$ cat src/rtl/motor_ctrl_pkg.sv
// Shared definitions for the motor ramp controller: mode codes, per-mode
// target duties, FSM state encoding and the duty step helper.
package motor_ctrl_pkg;

  typedef enum logic [1:0] {
    ST_IDLE  = 2'd0,
    ST_RAMP  = 2'd1,
    ST_HOLD  = 2'd2,
    ST_ESTOP = 2'd3
  } state_t;

  localparam logic [2:0] MODE_STOP       = 3'd0;
  localparam logic [2:0] MODE_FWD        = 3'd1;
  localparam logic [2:0] MODE_SOFT_LEFT  = 3'd2;
  localparam logic [2:0] MODE_SOFT_RIGHT = 3'd3;
  localparam logic [2:0] MODE_HARD_LEFT  = 3'd4;
  localparam logic [2:0] MODE_HARD_RIGHT = 3'd5;
  localparam logic [2:0] MODE_SLOW       = 3'd6;

  localparam logic [9:0] DUTY_OFF  = 10'd0;
  localparam logic [9:0] DUTY_HALF = 10'd256;
  localparam logic [9:0] DUTY_FULL = 10'd511;

  typedef struct packed {
    logic [9:0] left;
    logic [9:0] right;
  } target_t;

  function automatic target_t decode_mode(input logic [2:0] mode);
    target_t t;
    case (mode)
      MODE_FWD:        t = '{left: DUTY_FULL, right: DUTY_FULL};
      MODE_SOFT_LEFT:  t = '{left: DUTY_HALF, right: DUTY_FULL};
      MODE_SOFT_RIGHT: t = '{left: DUTY_FULL, right: DUTY_HALF};
      MODE_HARD_LEFT:  t = '{left: DUTY_OFF,  right: DUTY_FULL};
      MODE_HARD_RIGHT: t = '{left: DUTY_FULL, right: DUTY_OFF};
      MODE_SLOW:       t = '{left: DUTY_HALF, right: DUTY_HALF};
      default:         t = '{left: DUTY_OFF,  right: DUTY_OFF};
    endcase
    return t;
  endfunction

  // One tick of slew toward tgt in 11-bit space, clamped so it never overshoots.
  function automatic logic [9:0] step_duty(input logic [9:0] cur, input logic [9:0] tgt,
                                           input logic [9:0] step, input logic kick,
                                           input logic [9:0] kick_duty);
    logic [10:0] c, t, s, d, r;
    c = {1'b0, cur};
    t = {1'b0, tgt};
    s = {1'b0, step};
    d = 11'd0;
    if (kick && (cur == 10'd0) && (tgt != 10'd0)) begin
      r = (kick_duty < tgt) ? {1'b0, kick_duty} : t;
    end else if (c < t) begin
      d = t - c;
      r = c + ((d < s) ? d : s);
    end else if (c > t) begin
      d = c - t;
      r = c - ((d < s) ? d : s);
    end else begin
      r = c;
    end
    return r[9:0];
  endfunction

endpackage

$ cat src/rtl/motor_ramp_step.sv
// Per-side duty register: holds, steps on tick, or clears to zero.
module motor_ramp_step
  import motor_ctrl_pkg::*;
#(
  parameter int STEP_SIZE = 16,
  parameter int KICK_DUTY = 200
) (
  input  logic       clk,
  input  logic       rst,
  input  logic [9:0] duty,
  input  logic [9:0] target,
  input  logic       tick,
  input  logic       kick,
  input  logic       clear,
  output logic [9:0] next_duty
);

  always_ff @(posedge clk or posedge rst) begin
    if (rst) begin
      next_duty <= 10'd0;
    end else if (clear) begin
      next_duty <= 10'd0;
    end else if (tick) begin
      next_duty <= step_duty(duty, target, 10'(STEP_SIZE), kick, 10'(KICK_DUTY));
    end else begin
      next_duty <= duty;
    end
  end

endmodule

$ cat src/rtl/motor_ramp_ctrl.sv
// Two-motor duty sequencer with tick-paced slewing and emergency stop.
// Optional kick-start on leaving IDLE is enabled by defining MOTOR_KICK_EN.
module motor_ramp_ctrl
  import motor_ctrl_pkg::*;
#(
  parameter int STEP_CYCLES = 100_000,
  parameter int STEP_SIZE   = 16,
  parameter int KICK_DUTY   = 200
) (
  input  logic       clk,
  input  logic       rst,
  input  logic [2:0] mode,
  input  logic       estop,
  output logic [9:0] left_duty,
  output logic [9:0] right_duty,
  output logic [1:0] state,
  output logic       at_target
);

  localparam int CW = $clog2(STEP_CYCLES);
  localparam logic [CW-1:0] CNT_LAST = CW'(STEP_CYCLES - 1);

  state_t        st;
  target_t       tgt, tgt_next;
  logic [CW-1:0] cnt;
  logic          tick, step_en, clear, both_at, tgt_zero, estop_next, kick_pend;
  logic [9:0]    left_next, right_next;

  assign tick       = (cnt == CNT_LAST);
  assign step_en    = tick && (st == ST_RAMP);
  assign clear      = estop || (st == ST_ESTOP);
  assign tgt_next   = decode_mode(mode);
  assign tgt_zero   = (tgt == '0);
  assign both_at    = (left_duty == tgt.left) && (right_duty == tgt.right);
  assign estop_next = estop || ((st == ST_ESTOP) && !tgt_zero);
  assign state      = st;

  // Look-ahead of the duty registers so at_target lines up with the duties it describes.
  assign left_next  = clear ? 10'd0 : (step_en ? step_duty(left_duty, tgt.left, 10'(STEP_SIZE),
                                                           kick_pend, 10'(KICK_DUTY)) : left_duty);
  assign right_next = clear ? 10'd0 : (step_en ? step_duty(right_duty, tgt.right, 10'(STEP_SIZE),
                                                           kick_pend, 10'(KICK_DUTY)) : right_duty);

  always_ff @(posedge clk or posedge rst) begin
    if (rst) begin
      st        <= ST_IDLE;
      tgt       <= '0;
      cnt       <= '0;
      at_target <= 1'b1;
    end else begin
      tgt       <= tgt_next;
      at_target <= !estop_next && (left_next == tgt_next.left) && (right_next == tgt_next.right);
      cnt       <= tick ? '0 : cnt + CW'(1);
      if (estop) begin
        st <= ST_ESTOP;
      end else begin
        case (st)
          ST_IDLE:  if (!tgt_zero) begin st <= ST_RAMP; cnt <= '0; end
          ST_RAMP:  if (both_at) st <= tgt_zero ? ST_IDLE : ST_HOLD;
          ST_HOLD:  if (!both_at) begin st <= ST_RAMP; cnt <= '0; end
          ST_ESTOP: if (tgt_zero) st <= ST_IDLE;
          default:  st <= ST_IDLE;
        endcase
      end
    end
  end

`ifdef MOTOR_KICK_EN
  // Armed only by IDLE -> RAMP; consumed by the first tick or lost on leaving RAMP.
  always_ff @(posedge clk or posedge rst) begin
    if (rst) begin
      kick_pend <= 1'b0;
    end else if ((st == ST_IDLE) && !tgt_zero && !estop) begin
      kick_pend <= 1'b1;
    end else if (step_en || (st != ST_RAMP)) begin
      kick_pend <= 1'b0;
    end
  end
`else
  assign kick_pend = 1'b0;
`endif

  motor_ramp_step #(.STEP_SIZE(STEP_SIZE), .KICK_DUTY(KICK_DUTY)) u_left (
    .clk(clk), .rst(rst), .duty(left_duty), .target(tgt.left), .tick(step_en),
    .kick(kick_pend), .clear(clear), .next_duty(left_duty)
  );

  motor_ramp_step #(.STEP_SIZE(STEP_SIZE), .KICK_DUTY(KICK_DUTY)) u_right (
    .clk(clk), .rst(rst), .duty(right_duty), .target(tgt.right), .tick(step_en),
    .kick(kick_pend), .clear(clear), .next_duty(right_duty)
  );

endmodule

$ cat config.mk
export PLATFORM = sky130hd
export DESIGN_NAME = motor_ramp_ctrl
export DESIGN_NICKNAME = d
export VERILOG_FILES = /design/src/rtl/motor_ctrl_pkg.sv /design/src/rtl/motor_ramp_step.sv /design/src/rtl/motor_ramp_ctrl.sv
export SDC_FILE = /design/constraint.sdc
export NUM_CORES = 1
export LEC_CHECK = 0
export CELL_PAD_IN_SITES_DETAIL_PLACEMENT = 0
export CELL_PAD_IN_SITES_GLOBAL_PLACEMENT = 1
export CORE_MARGIN = 4
export CORE_UTILIZATION = 40
export CTS_BUF_LIST = sky130_fd_sc_hd__clkbuf_2 sky130_fd_sc_hd__clkbuf_4 sky130_fd_sc_hd__clkbuf_8
export CTS_CLUSTER_DIAMETER = 80
export DETAILED_ROUTE_END_ITERATION = 16
export PLACE_DENSITY_LB_ADDON = 0.1
export SLEW_MARGIN = 20
export SYNTH_ARGS = -nofsm -noshare
export SYNTH_HDL_FRONTEND = slang
export SYNTH_SLANG_ARGS = --single-unit
export TNS_END_PERCENT = 1
$ cat constraint.sdc
create_clock -name clk -period 8.8 [get_ports clk]
set_input_delay 1.76 -clock clk [delete_from_list [all_inputs] [get_ports clk]]
set_output_delay 1.76 -clock clk [all_outputs]
set_load 0.05 [all_outputs]
# Word-level counts from Yosys, hierarchy flattened
# Cells that the tools add are included.
# classes
add_sub_neg	9
n_lt_le_gt_ge	8
eq_ne	18
n_mux	25
n_reduce_logical	12
# op_table
operator	count
$mux W10	12
$pmux W19 S6	1
$mux W17	4
$lt A11 B5 Y1 const B	4
$pmux W17 S2	1
$sub A10 B10 Y11	2
$add A10 B10 Y10	2
$eq A10 B10 Y1	2
$eq A10 B9 Y1	2
$logic_not A20 Y1	1
$sub A10 B10 Y10	2
$add A17 B1 Y17 const B	1
$eq A17 B17 Y1 const B	1
$mux W2	6
$ne A3 B3 Y1 const B	4
$sub A10 B9 Y11	1
$sub A9 B10 Y11	1
$gt A10 B10 Y1	1
$gt A10 B9 Y1	1
$lt A10 B10 Y1	1
$lt A10 B9 Y1	1
$eq A3 B3 Y1 const B	3
$pmux W2 S4	1
$eq A3 B2 Y1 const B	2
other kinds (8)	15
# word_totals
regBits	59
output_inout_bits	23
elab_cells	79

# Depth between registers and ports, before layout
# Gate-level depths: netlist of the first run.
# logic_depth
ltp_word	11
ltp_mapped	26
depth_no_buf	26

# Cells and area by module
# From an unflattened synthesis of the first run, not the netlist that was laid out.
# hier_totals
hier_cells	1430
hier_area_um2	10662.7
# modules_own_cells
mod	n_inst	cells_each	area_per_inst_um2	seq_area_each_um2
motor_ramp_ctrl	1	686	5141.2	601.8
motor_ramp_step (u_left)	1	377	2832.7	250.2
motor_ramp_step (u_right)	1	367	2688.8	250.2

# Worst setup path after synthesis of the first run
# Ideal clock, no wire load.
# synth_path
path_kind	flip-flop to flip-flop
from	register u_right.next_duty[1]
to	register at_target
setup_time_ns	0.062
arrival_time_ns	5.519
slack_ns	3.218
stages_incl_launch_ff	21
n_path_buf	1
synth_period_minus_slack_ns	5.582
cell_sequence	dfrtp_1 -> inv_1 -> ha_1 -> nor2b_1 -> o2111ai_1 -> a21oi_2 -> o31a_1 -> o31ai_2 -> and2_1 -> clkbuf_1 -> nand2_1 -> fa_1 -> a211oi_1 -> nor3b_1 -> o311ai_0 -> a32o_1 -> a22oi_1 -> or4_1 -> or4_1 -> mux2i_1 -> o2111a_1
# synth_between
elab_chain_cells	10
elab_cells_between_ends	16
cone_classes	add/sub (4); order compare (4); eq/ne (1); mux (6); reduce/logical (1)
# synth_lines
element	line	text
from (decl)	motor_ramp_step.sv:15	output logic [9:0] next_duty
from (signal assigned)	motor_ramp_step.sv:24	next_duty <= step_duty(duty, target, 10'(STEP_SIZE), kick, 10'(KICK_DUTY));
from (signal assigned)	motor_ramp_step.sv:26	next_duty <= duty;
$sub A10 B10 Y11	motor_ctrl_pkg.sv:58	d = c - t;
$lt A11 B5 Y1	motor_ctrl_pkg.sv:59	r = c - ((d < s) ? d : s);
$mux W10	motor_ctrl_pkg.sv:59	
$sub A10 B10 Y10	motor_ctrl_pkg.sv:59	
$mux W10 (2 in series)	-	
$mux W10 *	-	
$mux W10 *	motor_ramp_ctrl.sv:41	assign right_next = clear ? 10'd0 : (step_en ? step_duty(right_duty, tgt.right, 10'(STEP_SIZE),
$eq A10 B10 Y1 *	motor_ramp_ctrl.sv:52	at_target <= !estop_next && (left_next == tgt_next.left) && (right_next == tgt_next.right);
$logic_and A1 B1 Y1 *	motor_ramp_ctrl.sv:52	
to (signal assigned)	motor_ramp_ctrl.sv:52	
to (decl)	motor_ramp_ctrl.sv:17	output logic at_target
# Mark *: on every way between the ends. The rest lies on a longest branch, timed or not.
# A chain may end at the register's enable or synchronous reset.

# Worst setup path in the final report of the first run
# layout_path
from	register tgt[17] in the netlist's numbering
to	register at_target
# layout_between
elab_chain_cells	11
elab_cells_between_ends	22
cone_classes	add/sub (4); order compare (4); eq/ne (1); mux (6); reduce/logical (7)
# layout_lines
element	line	text
from (decl)	motor_ramp_ctrl.sv:24	target_t tgt, tgt_next;
from (signal assigned)	motor_ramp_ctrl.sv:51	tgt <= tgt_next;
$sub A10 B9 Y11	motor_ctrl_pkg.sv:58	
$lt A11 B5 Y1	motor_ctrl_pkg.sv:59	
$mux W10	motor_ctrl_pkg.sv:59	
$sub A10 B10 Y10	motor_ctrl_pkg.sv:59	
$mux W10	-	
$mux W10	motor_ctrl_pkg.sv:54	end else if (c < t) begin
$mux W10 (2 in series)	-	
$eq A10 B9 Y1	motor_ramp_ctrl.sv:52	
$logic_and A1 B1 Y1 * (2 in series)	motor_ramp_ctrl.sv:52	
# Marks and branches as above.

==> metrics.md, run 1 <==
| Metric | Value |
|---|---|
| Status | `complete, no violations` |
| Area of the multi-input gates | `4440 um2` |
| GR Util All Layers | `20.8%` |
| Critical Path End Type | `flop` |
| Post-synth top area cell | `dfrtp_1` |
| Setup CP Type | `reg2reg` |
| Post-synthesis cell count | `731` |
| Total congestion overflow | `0` |
| Fmax | `0.153 GHz` |
| Post-synthesis average cell area | `7.96 um2` |
| Pin count of the biggest net entering global routing | `45` |
| Root Driver | `clkbuf_8` |
| Top Ports | `29` |
| Drt pass-1 iters | `5` |
| Layout fillers | `1406` |
| Worst Tran Pin Value | `1.06 ns` |
| Post-synth top cells | `ha_1, nor2_1, inv_1` |
| Vias in the first global route | `5202` |
| Yosys cell types | `84` |
| Cell area after synthesis | `5820 um2` |
| First-pass GRT wire length | `27900 um` |
| Worst R2R Setup Slack | `2.25 ns` |
| Die area | `16500 um2` |
| Hold Startpoint | `cnt[0]$_DFF_PP0_` |
| Clk Latency, worst-skew pair | `0.30 ns` |
| Leakage | `0.00287 uW` |
| Max-Cap Viols | `0` |
| Starting Density | `41.5%` |
| Share of layout cells above drive strength 1 | `5.40%` |
| Hold Path Sink | `cnt[0]$_DFF_PP0_` |
| Worst hold path depth | `1` |
| Power share of the combinational group | `30.3%` |
| Final antenna-violating net count | `0` |
| RR Startpoint | `tgt[17]$_DFF_PP0_` |
| Startpoint types | `flop` |
| Maximum vdd drop | `0.000124 V` |
| Total core area | `14000 um2` |
| Power, Total | `553 uW` |
| Sequential share of power | `44.2%` |
| Final setup viols | `0` |
| Setup Skew | `0.00599 ns` |
| Hold Buf Count CTS | `0` |
| Final Util | `45.3%` |
| Max Slew Vio Count | `0` |
| Routed vias | `5429` |
| Final worst setup slack | `2.25 ns` |
| WL/cell | `18.2 um` |
| Fin. Hold Viols | `0` |
| WP data arrival | `6.79 ns` |
| Main synth FF type | `dfrtp_1` |
| Sequential cell area | `1100 um2` |
| Ant diodes | `0` |
| Detailed Route Iter0 Violations | `433` |
| Die Y | `129 um` |
| Cts bufs inserted | `5` |
| # H-tree levels | `2` |
| Normalized max-slew margin | `28.5%` |
| Final Wtd Congestion | `0.860` |
| Routed vias/inst | `5.78` |
| Fin nets | `846` |
| Port Buffers | `28` |
| Net Sw Power | `194 uW` |
| Sequential fraction of the synthesis area | `18.9%` |
| Final Cycle Share | `74.4%` |
| Clk buf depth | `2` |
| WP data required | `9.04 ns` |
| Post-synth EDFFs | `0` |
| Clk pwr share | `25.5%` |
| Post-Route Setup TNS | `0 ns` |
| Die Wd | `129 um` |
| Minimum clock period | `6.55 ns` |
| Worst Setup SP | `tgt[17]$_DFF_PP0_` |
| Power per cell area | `86.9 nW/um2` |
| Post-CTS sizing | `0` |
| Final WL | `17100 um` |
| Post-synth top area share | `18.5%` |
| Yosys warning count | `0` |
| FF-to-FF path depth | `23` |
| Synthesis-to-layout area growth | `9.35%` |
| Number of synthesized register bits | `44` |
| Hpwl dp | `13500 um` |
| Synth area leaders | `dfrtp_1, ha_1, xor2_1, nor2_1, a21oi_1` |
| Row count | `43` |
| Setup repair bufs after CTS | `0` |
| Residual DRC | `0` |
| Final instance area | `6370 um2` |
| CP Max Fanout | `10` |
| P_int | `360 uW` |
| Post-Place Setup Slack | `2.42 ns` |
| Sw frac | `35.0%` |
| CTS tree | `built` |
| Post-Place Cell Area | `6270 um2` |
| Sink Count | `44` |
| Number of antenna violations at the first check in global routing | `0` |
| Hold WC Path Type | `reg2reg` |
| Critical R2R Capture | `at_target$_DFF_PP1_` |
| Reg clk slew, reported paths | `0.08 ns` |
| RSZ-0062 raised after global routing | `no` |
| Post-synth ARST share | `100%` |
==> sequential cells by signal (all words and copies together) (netlist names) <==
register and count:
cnt 17, u_left.next_duty 10, u_right.next_duty 10, tgt 4, at_target 1, state 2
==> metal layers <==
metal  vias to the layer above  GRT usage (%)  share of wire (%)
met4                         0           3.52                1.2
li1                       2679              -                  -
met2                       129           31.3                 43
met1                      2606           32.1                 52
met5                         -              0                  0
met3                        15           2.41                4.1
==> worst max-delay path: stages (launching register included) <==
cell and delay (ns):
dfrtp_1 0.59, inv_1 0.29, ha_1 0.32, a211o_1 0.26
or3_4 0.35, or2_2 0.30, a31oi_1 0.17, nor2b_1 0.06
o21ai_0 0.16, o2111ai_1 0.13, a211oi_1 0.70, nand2_1 0.14
ha_1 0.39, a21oi_1 0.22, o21ai_0 0.20, o41ai_1 0.38
o21ai_0 0.16, a22oi_1 0.21, o22ai_1 0.18, nor4_1 0.37
and4_1 0.24, o221ai_1 0.12, a2111oi_2 0.29, o2111a_1 0.26
==> final cells by class <==
type | instances | area share [%]
Inverter | 58 | 3.42
Sequential cell | 44 | 17.3
Multi-Input combinational cell | 620 | 69.7
Clock buffer | 8 | 1.53
Timing Repair Buffer | 29 | 4.52
Tap cell | 180 | 3.54
==> power by group through the flow <==
| stage | registers (uW) | logic, uW | clock network [uW] |
|---|---|---|---|
| after floorplan | 243 | 133 | 0 |
| after global placement | 247 | 164 | 0 |
| after detailed placement | 248 | 166 | 0 |
| after CTS | 244 | 167 | 145 |
| after global routing | 247 | 189 | 153 |
| final | 244 | 168 | 141 |
==> kinds of logic after synthesis <==
family / synth area share, %
mux: 1.23
other cells: 0.129
simple gates: 22.3
xor+xnor: 8.42
buf+inv: 5.85
fa+ha+maj: 18.7
compound gates: 24.5
flops: 18.9
==> per-stage QoR <==
stage | hold slack, ns | cells
2_1_floorplan | 0.448 | 746
3_3_place_gp | 0.472 | 931
3_5_place_dp | 0.477 | 931
4_1_cts | 0.491 | 939
5_1_grt | 0.505 | 939
6_report | 0.491 | 939
==> layout by cell type, fill, tap and decap left out, types with 17 or more instances in the layout <==
cell,instances
nor2_1,74
ha_1,74
inv_1,56
a21oi_1,54
nand2_1,48
dfrtp_1,43
o21ai_0,34
xor2_1,34
clkdlybuf4s50_1,28
nand3_1,24
xnor2_1,22
nor3_1,17
conb_1,17
==> how the worst max path moves through the flow <==
stage | end | slack, ns | depth (start not counted)
final | at_target$_DFF_PP1_ | 2.25 | 23
after floorplan | at_target$_DFF_PP1_ | 3.22 | 20
after global routing | at_target$_DFF_PP1_ | 1.78 | 23
after global placement | at_target$_DFF_PP1_ | 2.40 | 23
after detailed placement | at_target$_DFF_PP1_ | 2.42 | 23
after CTS | at_target$_DFF_PP1_ | 2.36 | 23
No activity file was read; power rests on OpenSTA's default activity.
==> inputs of run 2 (changes only) <==
Clock period 8.8 ns to 6.23 ns, I/O delays scaled along.
==> run 2 against run 1 <==
Against the previous run:
- first-iteration DRC count is 4.8% higher
- die area stayed put
- wire length is 1.5% higher
- clock skew is 0.0052 ns higher
- hold slack worse by 0.011 ns
- critical path depth is 1 higher
- combinational power is 44% higher
- count of clock-buffer cells in the layout is 3 lower
- fmax is 12% higher
- core utilization is 1.1 points higher
- worst setup slack worse by 1.9 ns
- clock power is 32% higher
- critical path type unchanged
- largest cell class unchanged
==> metrics.md, run 2 (synthesis gave the netlist of run 1 again) <==
| Metric | Value |
|---|---|
| # H-tree levels | `2` |
| Slowest cell delay on critical path | `0.46 ns` |
| Maximum vdd drop | `0.000143 V` |
| Sink Count | `44` |
| CP top delay family | `compound AO/OA/AOI/OAI gates` |
| Normalized max-slew margin | `23.1%` |
| Starting Density | `41.5%` |
| Hold WC Path Type | `reg2reg` |
| Number of instances in the placed design | `938` |
| GR Util All Layers | `20.5%` |
| Hpwl dp | `13700 um` |
| Ant diodes | `0` |
| Max FFs per register | `17` |
| Power, Total | `773 uW` |
| Setup Skew | `0.0112 ns` |
| Status | `complete, no violations` |
| Setup CP Type | `reg2reg` |
| Final antenna-violating net count | `0` |
| Final WL | `17400 um` |
| WP data required | `6.48 ns` |
| Hold Startpoint | `cnt[0]$_DFF_PP0_` |
| Routed vias/inst | `5.75` |
| Most common cell after layout, fill and taps aside | `nor2_1` |
| Pin count of the biggest net entering global routing | `45` |
| Port Buffers | `28` |
| Worst Tran Pin Value | `1.14 ns` |
| Share of layout cells above drive strength 1 | `8.94%` |
| Worst R2R Setup Slack | `0.39 ns` |
| Final Cycle Share | `93.7%` |
| WL/cell | `18.2 um` |
| Startpoint types | `flop` |
| Number of antenna violations at the first check in global routing | `0` |
| Row count | `43` |
| Worst hold path depth | `1` |
| Cts bufs inserted | `5` |
| Vias in the first global route | `5250` |
| Fmax | `0.171 GHz` |
| Total congestion overflow | `0` |
| Clk Latency, worst-skew pair | `0.31 ns` |
| Highest-delay cell along the critical path | `dfrtp_2` |
| Most flop-heavy register | `cnt` |
| Worst-path cell chain | `clkinvlp_4 -> ha_1 -> a211o_1 -> or3_4 -> or2_2 -> a31oi_1 -> nor2b_1 -> o21ai_0 -> o2111ai_1 -> a211oi_1 -> buf_4 -> nand2_1 -> ha_1 -> a21oi_2 -> o21ai_1 -> o41ai_2 -> o21ai_1 -> a22oi_2 -> o22ai_2 -> nor4_2 -> and4_1 -> o221ai_1 -> a2111oi_2 -> o2111a_1` |
| First-pass GRT wire length | `27500 um` |
| Minimum clock period | `5.84 ns` |
| Final Wtd Congestion | `0.887` |
| Buf/Inv on CP | `2` |
| Die Y | `129 um` |
| Drt pass-1 iters | `5` |
| Final setup viols | `0` |
| FF-to-FF path depth | `24` |
| Reg clk slew, reported paths | `0.10 ns` |
| Fin nets | `859` |
| Post-Place Setup Slack | `0.113 ns` |
| Hold Path Sink | `cnt[0]$_DFF_PP0_` |
| Cell depth of the worst setup path | `24` |
| Root Driver | `clkbuf_8` |
| Largest regs | `cnt: 17 flops, u_left.next_duty: 10 flops, u_right.next_duty: 10 flops` |
| Die Wd | `129 um` |
| Max Slew Vio Count | `0` |
| Leakage | `0.00294 uW` |
| CTS tree | `built` |
| Critical Path End Type | `flop` |
| Residual DRC | `0` |
| Commonest cells after routing, fill and taps aside | `nor2_1, ha_1, inv_1` |
| WP data arrival | `6.09 ns` |
| Power per cell area | `119 nW/um2` |
| Routed vias | `5474` |
| Die area | `16500 um2` |
| Max-Cap Viols | `0` |
| Clk buf depth | `2` |
| Critical R2R Capture | `at_target$_DFF_PP1_` |
| CP Max Fanout | `7` |
| Synthesis-to-layout area growth | `12.0%` |
| Total core area | `14000 um2` |
| Top Ports | `29` |
| Fin. Hold Viols | `0` |
| RR Startpoint | `tgt[17]$_DFF_PP0_` |
| Final Non-Filler Cells | `952` |
| Final worst setup slack | `0.392 ns` |
| Detailed Route Iter0 Violations | `454` |
## run 2: where the power goes
part	switching (uW)	internal [uW]
Sequential	34.5	311
Clock	108	78.4
Combinational	140	101
## run 2: how the worst max path moves through the flow
stage | from | to | slack (ns)
3_3_place_gp | tgt[7]$_DFF_PP0_ | at_target$_DFF_PP1_ | 0.19
3_5_place_dp | tgt[7]$_DFF_PP0_ | at_target$_DFF_PP1_ | 0.11
2_1_floorplan | u_right.next_duty[1]$_DFF_PP0_ | at_target$_DFF_PP1_ | 0.65
4_1_cts | tgt[7]$_DFF_PP0_ | at_target$_DFF_PP1_ | 0.07
5_1_grt | u_left.next_duty[0]$_DFF_PP0_ | at_target$_DFF_PP1_ | -0.004
6_report | tgt[17]$_DFF_PP0_ | at_target$_DFF_PP1_ | 0.39
## run 2: per-stage QoR
step	cell area [um2]	setup TNS (ns)	util, %	hold WS, ns
after floorplan	5880	0	-	0.448
after global placement	6320	0	45.0	0.475
after detailed placement	6320	0	45.0	0.469
after CTS	6410	0	45.6	0.484
after global routing	6520	-0.00444	46.4	0.506
final	6520	0	46.4	0.480
## run 2: layout make-up
type                    count  area (um2)
fillers                  1417        7520
well taps                 180         225
multi-input cells         620        4500
clock inverters             3        18.8
flip-flops and latches     44        1110
clock buffers               5        68.8
inverters                  58         221
repair buffers             42         385
## run 2: timing repair
item                                    in CTS  in global routing
resized for setup                            0                 21
endpoints found under the setup margin       0                  1
setup buffers                                0                  6
hold buffers                                 0                  0
## run 2: routing by layer
| metal | share of wire, % | vias to the layer above | GRT usage (%) |
|---|---|---|---|
| li1 | - | 2719 | - |
| met1 | 51 | 2619 | 31.3 |
| met2 | 44 | 116 | 31.5 |
| met3 | 3.3 | 20 | 1.74 |
| met4 | 1.4 | 0 | 4.45 |
| met5 | 0 | - | 0 |
==> inputs of run 3 (changes only) <==
Settings changed: RECOVER_POWER set to 50.
==> run 3 against run 2 <==
Against the previous run:
- the flow now finishes with violations (capacitance limit, slew limit)
- sequential share of layout area stayed put
- non-clock buffer count stayed put
- global-route usage did not move
- critical path type unchanged
- critical endpoint unchanged
- largest power group unchanged
- highest routed layer unchanged
==> metrics.md, run 3 (synthesis gave the netlist of run 1 again) <==
| Metric | Value |
|---|---|
| Hold Buf Count CTS | `0` |
| Setup Skew | `0.0114 ns` |
| Die Y | `129 um` |
| P_int | `490 uW` |
| Die area | `16500 um2` |
| Top Ports | `29` |
| Post-Route Setup TNS | `0 ns` |
| Final Non-Filler Cells | `952` |
| Leakage | `0.00296 uW` |
| Residual DRC | `0` |
| Hpwl dp | `13700 um` |
| Routed vias/inst | `5.74` |
| Fin. Hold Viols | `0` |
| CP Max Fanout | `7` |
| Final instance area | `6520 um2` |
| Max FFs per register | `17` |
| Normalized max-slew margin | `-13.3%` |
| Fmax | `0.171 GHz` |
| Total core area | `14000 um2` |
| Layout fillers | `1417` |
| Clk Latency, worst-skew pair | `0.31 ns` |
| Starting Density | `41.5%` |
| Vias in the first global route | `5250` |
| Worst Tran Pin Value | `1.70 ns` |
| Pin count of the biggest net entering global routing | `45` |
| Worst Hold Slack | `0.480 ns` |
| Final WL | `17400 um` |
| Final Cycle Share | `93.7%` |
| First-pass GRT wire length | `27500 um` |
| Ant diodes | `0` |
| Synthesis-to-layout area growth | `12.0%` |
| Startpoint types | `flop` |
| Sink Count | `44` |
| # H-tree levels | `2` |
| Total congestion overflow | `0` |
| Violated checks | `capacitance limit, slew limit` |
| Reg clk slew, reported paths | `0.10 ns` |
| Number of antenna violations at the first check in global routing | `0` |
| GR Util All Layers | `20.5%` |
| Drt pass-1 iters | `5` |
| Power, Total | `773 uW` |
| Row count | `43` |
| Clk pwr share | `24.1%` |
| Max-Cap Viols | `1` |
| Clk buf depth | `2` |
| Final antenna-violating net count | `0` |
| Net Sw Power | `283 uW` |
| Most common cell after layout, fill and taps aside | `nor2_1` |
| Port Buffers | `28` |
| Final setup viols | `0` |
| Die Wd | `129 um` |
| Power per cell area | `119 nW/um2` |
| Commonest cells after routing, fill and taps aside | `nor2_1, ha_1, inv_1` |
| Minimum clock period | `5.84 ns` |
| Most flop-heavy register | `cnt` |
| Maximum vdd drop | `0.000143 V` |
| Setup CP Type | `reg2reg` |
| Max Slew Vio Count | `45` |
| Routed vias | `5469` |
| CTS tree | `built` |
| Cts bufs inserted | `5` |
| Power share of the combinational group | `31.2%` |
| WL/cell | `18.2 um` |
| Final Wtd Congestion | `0.887` |
| Detailed Route Iter0 Violations | `458` |
| Status | `finished, violations left` |
| Post-Place Cell Area | `6320 um2` |
| WP data required | `6.48 ns` |
| Sequential share of power | `44.7%` |
| Sw frac | `36.6%` |
| Root Driver | `clkbuf_8` |
| Fin nets | `859` |
| Critical Path End Type | `flop` |
| Hold WC Path Type | `reg2reg` |
| Largest regs | `cnt: 17 flops, u_left.next_duty: 10 flops, u_right.next_duty: 10 flops` |
| Number of instances in the placed design | `938` |
| WP data arrival | `6.09 ns` |
| Share of layout cells above drive strength 1 | `8.81%` |
==> run 3: path summary, 6_finish.rpt <==
path | start | endpoint | slack (ns) | depth (start not counted)
setup reg to reg | tgt[17]$_DFF_PP0_ | at_target$_DFF_PP1_ | 0.39 | 24
setup / recovery | tgt[17]$_DFF_PP0_ | at_target$_DFF_PP1_ | 0.39 | 24
hold reg to reg | cnt[0]$_DFF_PP0_ | cnt[0]$_DFF_PP0_ | 0.48 | 1
min in group asynchronous | rst | cnt[16]$_DFF_PP0_ | 1.92 | 2
hold / removal | cnt[0]$_DFF_PP0_ | cnt[0]$_DFF_PP0_ | 0.48 | 1
max in group asynchronous | rst | tgt[17]$_DFF_PP0_ | 3.22 | 2
==> run 3: what timing repair did <==
item                                    4_1_cts  5_1_grt
endpoints found under the setup margin        0        1
buffers inserted                              0        6
hold endpoints to repair                      0        0
gates resized for setup                       0       21
==> run 3: cell type report <==
class	instances	area, um2	area share [%]
Timing Repair Buffer	42	385	5.91
Inverter	58	221	3.40
Clock inverter	3	18.8	0.288
Clock buffer	5	68.8	1.06
Sequential cell	44	1110	17.0
Multi-Input combinational cell	620	4500	68.9
Tap cell	180	225	3.45
==> run 3: critical path, stage by stage, from the launching register on <==
cell and delay (ns):
dfrtp_2 0.46, clkinvlp_4 0.18, ha_1 0.28, a211o_1 0.27
or3_4 0.35, or2_2 0.29, a31oi_1 0.18, nor2b_1 0.07
o21ai_0 0.20, o2111ai_1 0.14, a211oi_1 0.21, buf_4 0.20
nand2_1 0.08, ha_1 0.36, a21oi_2 0.21, o21ai_1 0.16
o41ai_2 0.38, o21ai_1 0.16, a22oi_2 0.21, o22ai_2 0.12
nor4_2 0.30, and4_1 0.22, o221ai_1 0.13, a2111oi_2 0.37
o2111a_1 0.26
==> run 3: metal layers <==
layer  part of all wire (%)  vias to the layer above  track usage [%]  routed length, um
li1                       -                     2717                -                  -
met1                     51                     2610             31.3               8800
met2                     44                      122             31.5               7720
met3                    3.5                       20             1.74                601
met4                    1.4                        0             4.45                245
met5                      0                        -                0                  0
==> run 3: metrics by stage <==
| stage | setup slack, ns | utilization (%) |
|---|---|---|
| finish | 0.391 | 46.4 |
| global placement | 0.186 | 45.0 |
| global route | -0.00214 | 46.4 |
| detailed placement | 0.113 | 45.0 |
| CTS | 0.0700 | 45.6 |
| floorplan | 0.648 | - |
==> run 3: power by group through the flow <==
stage / logic (uW) / clock network, uW / registers (uW)
after floorplan: 187 / 0 / 344
after global placement: 231 / 0 / 349
after detailed placement: 234 / 0 / 350
after CTS: 236 / 192 / 345
after global routing: 270 / 200 / 350
final: 241 / 186 / 346
